<file path="src/rtl/uart_fifo_port.sv">
// UART port with independent TX/RX FIFOs, RTS/CTS flow control and sticky error flags.
// Status word on dataOut: {3'b0, frameErr, overrun, txIdle, txFull, rxEmpty, rxHead}.
module uart_fifo_port #(
  parameter int unsigned CLKS_PER_BIT  = 217,
  parameter int unsigned TX_DEPTH_LOG2 = 4,
  parameter int unsigned RX_DEPTH_LOG2 = 4,
  parameter int unsigned RX_HIGH_WATER = 12
) (
  input  logic        CLK,
  input  logic        RSTN,
  input  logic [7:0]  dataIn,
  input  logic        write,
  input  logic        read,
  input  logic        clrErr,
  output logic [15:0] dataOut,
  input  logic        RX,
  output logic        TX,
  input  logic        CTSN,
  output logic        RTSN
);

  localparam int unsigned CW  = $clog2(CLKS_PER_BIT);
  localparam int unsigned TXD = 1 << TX_DEPTH_LOG2;
  localparam int unsigned RXD = 1 << RX_DEPTH_LOG2;
  localparam int unsigned TCW = TX_DEPTH_LOG2 + 1;
  localparam int unsigned RCW = RX_DEPTH_LOG2 + 1;

  localparam logic [CW-1:0]  BIT_LAST  = CW'(CLKS_PER_BIT - 1);
  localparam logic [CW-1:0]  HALF_LAST = CW'(CLKS_PER_BIT / 2 - 1);
  localparam logic [TCW-1:0] TX_FULLC  = TCW'(TXD);
  localparam logic [RCW-1:0] RX_FULLC  = RCW'(RXD);
  localparam logic [RCW-1:0] RX_HW     = RCW'(RX_HIGH_WATER);

  typedef enum logic [1:0] {TX_IDLE, TX_START, TX_DATA, TX_STOP} tx_state_t;
  typedef enum logic [2:0] {RX_IDLE, RX_START, RX_DATA, RX_STOP, RX_BREAK} rx_state_t;

  // Input synchronisers
  logic [1:0] rx_sync, cts_sync;
  logic       rx_s, cts_s;

  always_ff @(posedge CLK) begin
    if (!RSTN) begin
      rx_sync  <= '1;
      cts_sync <= '1;
    end else begin
      rx_sync  <= {rx_sync[0], RX};
      cts_sync <= {cts_sync[0], CTSN};
    end
  end

  assign rx_s  = rx_sync[1];
  assign cts_s = cts_sync[1];

  // TX FIFO
  logic [7:0]               tx_mem [TXD];
  logic [TX_DEPTH_LOG2-1:0] tx_wp, tx_rp;
  logic [TCW-1:0]           tx_cnt;
  logic                     tx_full, tx_empty, tx_push, tx_pop;

  assign tx_full  = (tx_cnt == TX_FULLC);
  assign tx_empty = (tx_cnt == '0);
  assign tx_push  = write && !tx_full;

  always_ff @(posedge CLK) begin
    if (tx_push) tx_mem[tx_wp] <= dataIn;
  end

  always_ff @(posedge CLK) begin
    if (!RSTN) begin
      tx_wp  <= '0;
      tx_rp  <= '0;
      tx_cnt <= '0;
    end else begin
      if (tx_push) tx_wp <= tx_wp + TX_DEPTH_LOG2'(1);
      if (tx_pop)  tx_rp <= tx_rp + TX_DEPTH_LOG2'(1);
      tx_cnt <= tx_cnt + TCW'(tx_push) - TCW'(tx_pop);
    end
  end

  // TX serialiser
  tx_state_t      tx_state, tx_state_n;
  logic [CW-1:0]  tx_tick, tx_tick_n;
  logic [2:0]     tx_bit, tx_bit_n;
  logic [7:0]     tx_sh, tx_sh_n;
  logic           tx_q, tx_d;

  always_ff @(posedge CLK) begin
    if (!RSTN) begin
      tx_state <= TX_IDLE;
      tx_tick  <= '0;
      tx_bit   <= '0;
      tx_sh    <= '0;
      tx_q     <= 1'b1;
    end else begin
      tx_state <= tx_state_n;
      tx_tick  <= tx_tick_n;
      tx_bit   <= tx_bit_n;
      tx_sh    <= tx_sh_n;
      tx_q     <= tx_d;
    end
  end

  always_comb begin
    tx_state_n = tx_state;
    tx_tick_n  = tx_tick;
    tx_bit_n   = tx_bit;
    tx_sh_n    = tx_sh;
    tx_pop     = 1'b0;
    case (tx_state)
      TX_IDLE: begin
        if (!tx_empty && !cts_s) begin
          tx_pop     = 1'b1;
          tx_sh_n    = tx_mem[tx_rp];
          tx_tick_n  = '0;
          tx_state_n = TX_START;
        end
      end
      TX_START: begin
        if (tx_tick == BIT_LAST) begin
          tx_tick_n  = '0;
          tx_bit_n   = '0;
          tx_state_n = TX_DATA;
        end else begin
          tx_tick_n = tx_tick + CW'(1);
        end
      end
      TX_DATA: begin
        if (tx_tick == BIT_LAST) begin
          tx_tick_n = '0;
          tx_sh_n   = {1'b0, tx_sh[7:1]};
          if (tx_bit == 3'd7) tx_state_n = TX_STOP;
          else                tx_bit_n   = tx_bit + 3'd1;
        end else begin
          tx_tick_n = tx_tick + CW'(1);
        end
      end
      TX_STOP: begin
        if (tx_tick == BIT_LAST) begin
          tx_tick_n  = '0;
          tx_state_n = TX_IDLE;
        end else begin
          tx_tick_n = tx_tick + CW'(1);
        end
      end
      default: tx_state_n = TX_IDLE;
    endcase
  end

  // Line level is decoded from the next state so TX is a clean flop output
  always_comb begin
    case (tx_state_n)
      TX_START: tx_d = 1'b0;
      TX_DATA:  tx_d = tx_sh_n[0];
      default:  tx_d = 1'b1;
    endcase
  end

  assign TX = tx_q;

  // RX deserialiser
  rx_state_t      rx_state, rx_state_n;
  logic [CW-1:0]  rx_tick, rx_tick_n;
  logic [2:0]     rx_bit, rx_bit_n;
  logic [7:0]     rx_sh, rx_sh_n;
  logic           rx_push, rx_push_n, frame_evt;

  always_ff @(posedge CLK) begin
    if (!RSTN) begin
      rx_state <= RX_IDLE;
      rx_tick  <= '0;
      rx_bit   <= '0;
      rx_sh    <= '0;
      rx_push  <= 1'b0;
    end else begin
      rx_state <= rx_state_n;
      rx_tick  <= rx_tick_n;
      rx_bit   <= rx_bit_n;
      rx_sh    <= rx_sh_n;
      rx_push  <= rx_push_n;
    end
  end

  always_comb begin
    rx_state_n = rx_state;
    rx_tick_n  = rx_tick;
    rx_bit_n   = rx_bit;
    rx_sh_n    = rx_sh;
    rx_push_n  = 1'b0;
    frame_evt  = 1'b0;
    case (rx_state)
      RX_IDLE: begin
        if (!rx_s) begin
          rx_tick_n  = '0;
          rx_state_n = RX_START;
        end
      end
      RX_START: begin
        if (rx_tick == HALF_LAST) begin
          rx_tick_n  = '0;
          rx_bit_n   = '0;
          rx_state_n = rx_s ? RX_IDLE : RX_DATA;
        end else begin
          rx_tick_n = rx_tick + CW'(1);
        end
      end
      RX_DATA: begin
        if (rx_tick == BIT_LAST) begin
          rx_tick_n = '0;
          rx_sh_n   = {rx_s, rx_sh[7:1]};
          if (rx_bit == 3'd7) rx_state_n = RX_STOP;
          else                rx_bit_n   = rx_bit + 3'd1;
        end else begin
          rx_tick_n = rx_tick + CW'(1);
        end
      end
      RX_STOP: begin
        if (rx_tick == BIT_LAST) begin
          rx_tick_n = '0;
          if (rx_s) begin
            rx_push_n  = 1'b1;
            rx_state_n = RX_IDLE;
          end else begin
            frame_evt  = 1'b1;
            rx_state_n = RX_BREAK;
          end
        end else begin
          rx_tick_n = rx_tick + CW'(1);
        end
      end
      RX_BREAK: begin
        if (rx_s) rx_state_n = RX_IDLE;
      end
      default: rx_state_n = RX_IDLE;
    endcase
  end

  // RX FIFO; a pop in the same cycle frees the slot for a push into a full FIFO
  logic [7:0]               rx_mem [RXD];
  logic [RX_DEPTH_LOG2-1:0] rx_wp, rx_rp;
  logic [RCW-1:0]           rx_cnt;
  logic                     rx_full, rx_empty, rx_pop, rx_wr, ovr_evt;
  logic [7:0]               rx_head, rx_last;

  assign rx_full  = (rx_cnt == RX_FULLC);
  assign rx_empty = (rx_cnt == '0);
  assign rx_pop   = read && !rx_empty;
  assign rx_wr    = rx_push && (!rx_full || rx_pop);
  assign ovr_evt  = rx_push && rx_full && !rx_pop;
  assign rx_head  = rx_empty ? rx_last : rx_mem[rx_rp];

  always_ff @(posedge CLK) begin
    if (rx_wr) rx_mem[rx_wp] <= rx_sh;
  end

  logic overrun, frame_err, rtsn_q;

  always_ff @(posedge CLK) begin
    if (!RSTN) begin
      rx_wp     <= '0;
      rx_rp     <= '0;
      rx_cnt    <= '0;
      rx_last   <= '0;
      overrun   <= 1'b0;
      frame_err <= 1'b0;
      rtsn_q    <= 1'b1;
    end else begin
      if (rx_wr)  rx_wp <= rx_wp + RX_DEPTH_LOG2'(1);
      if (rx_pop) rx_rp <= rx_rp + RX_DEPTH_LOG2'(1);
      rx_cnt    <= rx_cnt + RCW'(rx_wr) - RCW'(rx_pop);
      rx_last   <= rx_head;
      overrun   <= (overrun && !clrErr) || ovr_evt;
      frame_err <= (frame_err && !clrErr) || frame_evt;
      rtsn_q    <= (rx_cnt >= RX_HW);
    end
  end

  assign RTSN    = rtsn_q;
  assign dataOut = {3'b000, frame_err, overrun, (tx_empty && tx_state == TX_IDLE),
                    tx_full, rx_empty, rx_head};

endmodule

</file>
<file path="config.mk">
export PLATFORM = sky130hd
export DESIGN_NAME = uart_fifo_port
export DESIGN_NICKNAME = d
export VERILOG_FILES = /design/src/rtl/uart_fifo_port.sv
export SDC_FILE = /design/constraint.sdc
export NUM_CORES = 1
export LEC_CHECK = 0
export CORE_MARGIN = 3
export CORE_UTILIZATION = 45
export CTS_BUF_LIST = sky130_fd_sc_hd__clkbuf_4 sky130_fd_sc_hd__clkbuf_8
export CTS_CLUSTER_SIZE = 14
export DETAILED_ROUTE_END_ITERATION = 8
export GPL_ROUTABILITY_DRIVEN = 1
export PLACE_DENSITY = 0.62
export SYNTH_ARGS = -nofsm -noshare
export SYNTH_HDL_FRONTEND = slang
export SYNTH_SLANG_ARGS = --single-unit
</file>
<file path="constraint.sdc">
create_clock -name CLK -period 3.3 [get_ports CLK]
set_input_delay 0.495 -clock CLK [delete_from_list [all_inputs] [get_ports CLK]]
set_output_delay 0.495 -clock CLK [all_outputs]
set_load 0.1 [all_outputs]
</file>
# After elaboration in Yosys (flattened, before gate mapping)

Memory sizes are Yosys's and may differ from the RTL's. A register that Yosys moved wholly into a read port is not among the register bits.
Cells that the tools add are included.

Flip-flop bits (word level): 86
Input port bits: 15
Memory bits (writable): 256
Logic and storage cells: 150
Memories kept: 2

Memories:

| name   | depth | width | rd ports | clocked after Yosys merged registers in | wr ports | line | source |
|---|---|---|---|---|---|---|---|
| rx_mem | 16    | 8     | 1        | 1                                       | 1        | 238  | `logic [7:0] rx_mem [RXD];` |
| tx_mem | 16    | 8     | 1        | 1                                       | 1        | 55   | `logic [7:0] tx_mem [TXD];` |

Muxes and demuxes: 49
Order comparisons: 1
$add $sub $neg: 12
Reduce and logical (&&, ||, !) cells: 36
Equal/unequal tests: 27

Operator list:

| cell                                                            | count |
|---|---|
| 8-bit two-way mux                                               | 8 |
| 3-bit two-way mux                                               | 13 |
| 8-bit case mux with 2 select lines                              | 2 |
| 8-bit case mux with 3 select lines                              | 1 |
| 2-bit != test, second input constant                            | 11 |
| 4-bit by 1-bit adder with 4-bit output, second input constant   | 4 |
| 8-bit by 1-bit adder with 8-bit output, second input constant   | 2 |
| 8-bit == test, second input constant                            | 2 |
| 4-bit two-way mux                                               | 4 |
| 3-bit case mux with 5 select lines                              | 1 |
| 2-bit two-way mux                                               | 6 |
| 3-bit case mux with 2 select lines                              | 2 |
| 5-bit by 1-bit adder with 5-bit output                          | 2 |
| 5-bit == test, second input constant                            | 2 |
| 5-bit logical NOT                                               | 2 |
| 1-bit two-way mux                                               | 10 |
| 5-bit by 1-bit subtractor with 5-bit output                     | 2 |
| 3-bit == test, second input constant                            | 3 |
| 1-bit logical AND                                               | 9 |
| 8-bit by 7-bit == test with 1-bit output, second input constant | 1 |
| 2-bit case mux with 4 select lines                              | 1 |
| 4-bit AND reduction                                             | 2 |
| 1-bit logical NOT                                               | 7 |
| 3-bit by 1-bit adder with 3-bit output, second input constant   | 2 |
| 16 further kinds                                                | 26 |

# Longest topological paths before layout

Depth after elaboration: 7
Gate-level depth with buffers: 17
Mapped depth without buffers: 16

# Worst setup path after synthesis

Ideal clock, no wire load.

Kind: reg-to-reg
Start: reg tx_cnt[2]
End: reg tx_cnt[4]
Stages on the path, launching flop included: 16
Data required time: 3229 ps
Setup slack: 283 ps
Arrival: 2947 ps
Path buffers: 1
Cell sequence: dfxtp_1 > inv_1 > ha_1 > nor4b_1 > or2_2 > or3_1 > buf_2 > clkinv_1 > ha_1 > inv_1 > ha_1 > fa_1 > a21oi_1 > nor2_1 > or3_1 > a21oi_1

Word-level cells in the longest chain between the ends: 6
Elaborated cells on any way between the ends: 10
Classes of those cells: add/sub: 2; eq/ne: 1; mux: 2; reduce/logical: 5

Ends and longest elaborated chain:

| element                                                                                        | line | source |
|---|---|---|
| from (decl)                                                                                    | 57   | `logic [TCW-1:0] tx_cnt;` |
| from (signal assigned)                                                                         | 76   | `tx_cnt <= tx_cnt + TCW'(tx_push) - TCW'(tx_pop);` |
| parallel branches: the longest is 5 deep, another holds 5-bit by 1-bit adder with 5-bit output | -    |  |
| 5-bit by 1-bit subtractor with 5-bit output (*)                                                | 76   |  |

Mark *: on every way between the ends.
A chain may end at the register's enable or synchronous reset.

==> impl_summary.md <==
Timing
The setup-violating endpoint count in the final report is 0. Summed over all failing endpoints, the final setup total negative slack is 0 ns. The setup slack of the critical path after layout is 0.0747 ns. Headroom to the max-slew limit came out at 35.3%. Setup repair after global routing left no endpoint under its margin.

For the pin with the worst max-slew slack, the measured transition is 0.968 ns. The worst clock skew is 0.0366 ns. The achievable frequency is 310 MHz. The max-slew violation count is 0. Counting I/O delays and the setup requirement, the final critical path takes 3.23 ns. The fraction of the cycle the final worst path needs is 97.7%. The final count of hold timing violations is 0.

Final layout
The fraction of final layout cells sized beyond drive strength 1 is 22.5%. The count of nets after finishing is 1,104. The number of antenna cells inserted is 0. The number of filler cells placed in the layout is 2,501. The relative area change from synthesis to final layout is 16.3%. The post-route cell area is 16,600 µm².

Clock tree
The level count of the clock H-tree is 2. The cell at the root of the clock tree is sky130_fd_sc_hd__clkbuf_8. The number of buffers created by CTS is 56. For the worst-skew pair, the clock arrives at the later sink with an insertion delay of 0.61 ns.

The longest clock path from root to sink contains 3 buffers. The total of hold buffers inserted after clock tree synthesis is 0. The clock tree from TritonCTS is built. Clock-pin slew was measured on the worst setup and hold paths at 0.06 ns. The CTS sink count is 350.

Synth
Counting flops with a built-in enable in the synthesized netlist gives 256. sky130_fd_sc_hd__edfxtp_1 takes more of the synthesized area than any other cell. The share of flip-flops with an asynchronous set or reset is 0%. The area fraction in compound gates after synthesis is 5.19%. Yosys instantiated no cell more often than sky130_fd_sc_hd__edfxtp_1. In this run the cell area of the synthesized design comes to 14,300 µm².

The synthesized netlist contains 60 unique library cells. The share of the synthesized area in the top cell type is 53.7%. The fraction of synthesized cell area in xor and xnor cells is 1.16%. After Yosys synthesis, and, or, nand and nor cells account for 8.25% of the synthesized area. Of the synthesized area, sequential elements account for 66.9%. The post-synthesis share of cell area spent on full adders, half adders and majority gates is 3.08%.

The gate count after technology mapping is 957. Of the post-synthesis cell area, the part taken by muxes is 12.7%. The Yosys warning count is 0. In the synthesized netlist the dominant register cell turns out to be sky130_fd_sc_hd__edfxtp_1. After synthesis, the largest family of logic cells by area is multiplexers.

Ranked by instance count, the synthesized netlist is headed by sky130_fd_sc_hd__edfxtp_1 (256), sky130_fd_sc_hd__nor2_1 (105), sky130_fd_sc_hd__dfxtp_1 (94), sky130_fd_sc_hd__mux4_2 (42), sky130_fd_sc_hd__mux2i_1 (37). In the post-synthesis netlist, the biggest area contributors are sky130_fd_sc_hd__edfxtp_1 (54%), sky130_fd_sc_hd__dfxtp_1 (13%), sky130_fd_sc_hd__mux4_2 (6.6%), sky130_fd_sc_hd__ha_1 (2.8%), sky130_fd_sc_hd__nor2_1 (2.8%). A synthesized cell averages 15.0 µm². The number of storage elements in the synthesis netlist is 350.

Global routing
For this run, the total global-route usage over all layers was measured as 16.7%. The number of global-route vias before repair is 7,894. The total grt overflow is 0.

Entering global routing, the biggest net connects 38 pins. The initial antenna violation count came to 1. The wire length of the first global-routing pass is 44.0 mm.

Worst setup path
Data on the critical path is required at its endpoint by 2.80 ns. The worst setup path is of the flip-flop to output port kind. The type of origin of the critical path is a flip-flop. By instance count, the cell type seen most on the critical path is sky130_fd_sc_hd__mux4_2. The delay of the slowest cell on the worst path is 0.57 ns. Among cell families on the critical path, the largest total delay comes from multiplexers.

The critical path contains buffers and inverters numbering 2 combined. The signal on the critical path passes through buf_6 -> mux4_2 -> mux4_2 -> mux2_2 -> buf_12. Among all stages on the critical path, the largest delay is contributed by sky130_fd_sc_hd__mux4_2. The highest fanout seen on the critical path is 7. Data arrives at the worst endpoint at 2.73 ns. The critical path endpoint category is an output port.

Power and ir drop
Total power for the finished layout comes to 11.8 mW. Of the total power, the clock network draws 33.0%. The share of total power dissipated in sequential elements is 42.6%.

Of the total power, the share spent switching nets is 29.5%. The power share of the combinational group is 24.3%. Power spread over the standard cell area amounts to 710 nW/µm². The internal power of the cells is 8.32 mW. Across the VDD grid, the largest voltage drop is 438 µV.

The net switching power of the design is 3.49 mW. In this run the static leakage power is 5.69 nW.

Route
The violation count after the first detailed-route iteration is 578. The via-per-instance ratio is 5.31. In the routed design, unresolved DRC markers number 0. The post-detailed-route wirelength per cell is 18.6 µm. The detailed-routing iteration count for the pre-antenna-repair pass is 4. The routed design has 27.8 mm of wire. The total number of vias is 7,943.

The post-route antenna net violation count is 0.

Placed design
After detailed placement, the total cell area comes to 15,400 µm². The post-DP HPWL is 17.6 mm. OpenSTA, run right after detailed placement, puts the worst setup slack at 0.321 ns. The final estimated routing congestion in global placement is 0.769. The total of buffers placed on input and output ports is 29.

Die
In this run the core area contains 64 standard-cell rows. The starting utilization of the core area is 46.2%. The floorplan step defined a core boundary enclosing 31,000 µm². The floorplan step set the die width to 184 µm. The die covers 34,000 µm². In this run the vertical extent of the chip is 184 µm. During I/O placement, the number of pins put on the boundary was 33.

Outcome
The run finished with clean final reports.

Hold path
The class of the most critical hold timing path is flip-flop to flip-flop.

Run
The max-cap violation count is 0.
## cell usage in the layout, fill, tap and decap left out, drive strengths merged, types with 30 or more instances in the layout
cell type    n
edfxtp     256
nor2       106
dfxtp       94
clkbuf      81
buf         76
mux4        52
mux2i       37
nand2       32
ha          32
inv         31
a21oi       30
## sequential cells by signal, summed over array words and instances (netlist names), 2 cells and up, named ones only
signal    cells
tx_cnt        5
tx_bit        3
tx_wp         4
tx_mem      128
rx_tick       8
rx_state      3
cts_sync      2
rx_wp         4
rx_mem      128
rx_cnt        5
tx_rp         4
rx_last       8
rx_bit        3
tx_tick       8
rx_sh         8
tx_state      2
rx_sync       2
rx_rp         4
tx_sh         8
## stage by stage
| stage | instances | hold slack, ns | util [%] |
|---|---|---|---|
| final | 1495 | 0.414 | 53.7 |
| after detailed placement | 1387 | 0.412 | 49.6 |
| after global routing | 1495 | 0.449 | 53.7 |
| after floorplan | 959 | 0.386 | - |
| after CTS | 1491 | 0.413 | 53.5 |
| after global placement | 1387 | 0.407 | 49.6 |
## layer usage
layer,GRT usage (%),share of wire [%]
met5,0,0.047
met4,4.78,1.8
met3,3.36,5.5
met2,26.0,46
met1,24.0,46
## layout make-up
| type | instances | area (µm²) | area share, % |
|---|---|---|---|
| Inverter | 31 | 116 | 0.699 |
| Clock inverter | 21 | 226 | 1.36 |
| Timing Repair Buffer | 93 | 882 | 5.30 |
| Clock buffer | 81 | 977 | 5.87 |
| Multi-Input combinational cell | 523 | 4360 | 26.2 |
| Sequential cell | 350 | 9580 | 57.6 |
| Tap cell | 396 | 495 | 2.98 |
## worst register-to-register path, delay by kind of cell (launching register included)
kind	cells	cell delay, ns
buf+inv	3	0.18
flops	1	0.33
fa+ha+maj	4	0.92
simple gates	5	1.23
compound gates	2	0.30
## path summary, 6_finish.rpt
path,start,end,slack (ns),cells past startpoint
min,rx_sync[0]$_SDFF_PN1_,rx_sync[1]$_SDFF_PN1_,0.41,1
max,flip-flop,dataOut[6],0.07,5
min reg2reg,rx_sync[0]$_SDFF_PN1_,rx_sync[1]$_SDFF_PN1_,0.41,1
max reg2reg,tx_cnt[2]$_SDFF_PN0_,tx_cnt[4]$_SDFF_PN0_,0.28,14
## logic make-up after synthesis
| logic type | after synthesis |
|---|---|
| AO/OA/AOI/OAI | 113 |
| multiplexers | 110 |
| buffers and inverters | 86 |
| adder cells (fa/ha/maj) | 34 |
| flip-flops | 350 |
| AND/OR/NAND/NOR | 244 |
| XOR/XNOR | 19 |
| other | 1 |
## repair_timing
action                                  4_1_cts  5_1_grt
pin swaps                                     0        0
gates resized for setup                       2        3
setup buffers                                 2        4
endpoints found under the setup margin        8        8
## power by group through the flow
stage / logic [mW] / clock network, mW / registers, mW
after floorplan: 2.06 / 0 / 5.09
after global placement: 2.76 / 0 / 5.15
after detailed placement: 2.78 / 0 / 5.16
after CTS: 2.81 / 4.01 / 5.06
after global routing: 3.08 / 4.22 / 5.06
final: 2.87 / 3.90 / 5.03
Power figures use the tool's default switching activity.
==> edit: new RTL, same flow settings <==
`RX_DEPTH_LOG2`: 4 -> 5.
--- a/src/rtl/uart_fifo_port.sv
+++ b/src/rtl/uart_fifo_port.sv
@@ -5,3 +5,3 @@
   parameter int unsigned TX_DEPTH_LOG2 = 4,
-  parameter int unsigned RX_DEPTH_LOG2 = 4,
+  parameter int unsigned RX_DEPTH_LOG2 = 5,
   parameter int unsigned RX_HIGH_WATER = 12
Function: no difference found for any inputs over 10 cycles, from zero or initial values and one cycle with RSTN low; that may be too few to reach the edited logic, so the function may still have changed.
==> edit against the original RTL <==
Total power increased by 31%; sequential cell count increased by 132; highest routed layer is now met4; setup slack got worse by 0.20 ns; the flow now finishes with violations (setup timing); final area increased by 35%; sequential power increased by 36%; first-iteration DRC count increased by 25%; synthesized area increased by 35%; wire length increased by 38%.
==> edit: results (changes against the original RTL) <==
- The run finished, with violations left.
- The final reports fail on setup timing.
- The H-tree depth is 3 (+1).
- The clock sink count is 482 (+38%).
- The largest registers in the layout are rx_mem x256, tx_mem x128.
- The aggregate global-route resource usage is 0.176 (+0.00965).
- The clock tree cell share of total cell area came to 0.0706 (-0.00174).
- The portion of the post-synthesis area used by sequential elements came to 0.699 (+0.0304).
- The area of all sequential standard cells came to 13500 µm² (+41%).
- The layout buffer count excluding clock buffers is 112 (+20%).
- The share of the synthesized area in compound gates (AO/OA/AOI/OAI) is 0.0325 (-0.0194).
- The number of standard cells in the final layout excluding fillers is 1890 (+26%).
- Routed signal wires occupy layers up through met4.
- The count of inverters not on the clock network in the layout came to 35 (+13%).
- The portion of netlist area occupied by mux cells is 0.145 (+0.0176).
- The number of nets in the finished design is 1339 (+21%).
- The number of cells in the design after placement is 1735 (+25%).
- The first-pass iteration count of the detailed router was 5 (+1).
- The worst reg-to-reg path cell count is 16 (+2).
- The met2 track demand over resource is 0.278 (+0.0181).
- The count of final setup violators was 8 (+8).
- The largest fanout on the critical path was 6 (-1).
- The worst-case clock skew is 0.0196 ns (-0.0170 ns).
- The switching share of power is 0.282 (-0.0137).
- The source-to-sink clock delay at the later pin of the worst-skew pair came to 0.64 ns (+0.03 ns).
- Ranked by total cell area, the synthesized netlist is headed by sky130_fd_sc_hd__edfxtp_1, sky130_fd_sc_hd__mux4_2, sky130_fd_sc_hd__dfxtp_1.
- The number of cells produced by synthesis came to 1156 (+21%).
- The global routing met1 resource utilization is 0.246 (+0.00611).
- The proportion of power drawn by combinational gates came to 0.224 (-0.019).
- The met2 wire length is 18300 µm (+42%).
- The number of resized instances in the post-cts repair step is 12 (+10).
- The starting DRC count in detailed routing was 721 (+25%).
- In the synthesized netlist, the cells that appear most often are sky130_fd_sc_hd__edfxtp_1, sky130_fd_sc_hd__nor2_1, sky130_fd_sc_hd__mux4_2.
- The initial antenna violation count is 0 (-1).
- The number of rows created at floorplan was 75 (+17%).
- The final critical-path setup slack is -0.129 ns (-0.204 ns).
- The proportion of layout cells with a drive suffix above 1 came to 0.271 (+0.0462).
- The post-synthesis share of cell area spent on full adders, half adders and majority gates is 0.0241 (-0.00666).
- The setup TNS after final layout is -0.866 ns (-0.866 ns).
- The number of clock-tree buffers in the layout is 119 (+47%).
- The number of filler instances in the final layout was 3317 (+33%).
- The worst endpoint data arrival time is 2.93 ns (+0.20 ns).
- The count of flip-flops with a built-in enable after synthesis is 384 (+50%).
- The placement-stage cell area is 20700 µm² (+34%).
- The design area is 22500 µm² (+35%).
- The multi-input gate count was 578 (+11%).
- The area of combinational cells with multiple inputs was 5440 µm² (+25%).
- The largest net degree at the start of global routing came to 65 (+71%).
## edit: cell count changes in the layout (fill, tap and decap cells not counted), moves of 6 or more
cell                       unedited run  this run
sky130_fd_sc_hd__edfxtp_1           256       384
sky130_fd_sc_hd__mux4_2              42       110
sky130_fd_sc_hd__nor2_1             104       137
sky130_fd_sc_hd__clkbuf_8            59        84
sky130_fd_sc_hd__mux2_2              21         1
sky130_fd_sc_hd__clkbuf_4            22        35
sky130_fd_sc_hd__mux2i_1             37        24
sky130_fd_sc_hd__mux4_1              10         0
sky130_fd_sc_hd__buf_4               64        73
sky130_fd_sc_hd__nor3_1              20        11
sky130_fd_sc_hd__a21oi_2              0         8
sky130_fd_sc_hd__nand2_1             32        39
sky130_fd_sc_hd__a221o_1              6         0
sky130_fd_sc_hd__o22ai_1             11         5
## edit: kinds of logic (layout without fill, tap and decap cells)
group / Yosys count / count (layout)
AOI/OAI and AO/OA: 101 / 101
xor gates and xnor gates: 21 / 21
adders and majority gates: 36 / 36
buffers and inverters: 98 / 291
DFF: 482 / 482
muxes: 141 / 141
other: 1 / 3
and+or+nand+nor: 276 / 276
## edit: path summary, 6_finish.rpt
path / slack [ns] / to
worst max-delay path: -0.13 / dataOut[7]
worst min-delay path: 0.40 / rx_sync[1]
worst max register to register: 0.28 / tx_cnt[4]
worst min register to register: 0.40 / rx_sync[1]
## edit: power groups by stage
stage / Clock (W) / Combinational (W) / Sequential (W)
after floorplan: 0 / 0.00234 / 0.00693
after global placement: 0 / 0.00314 / 0.00696
after detailed placement: 0 / 0.00317 / 0.00696
after CTS: 0.00532 / 0.00354 / 0.00682
after global routing: 0.00560 / 0.00371 / 0.00684
final: 0.00516 / 0.00347 / 0.00682
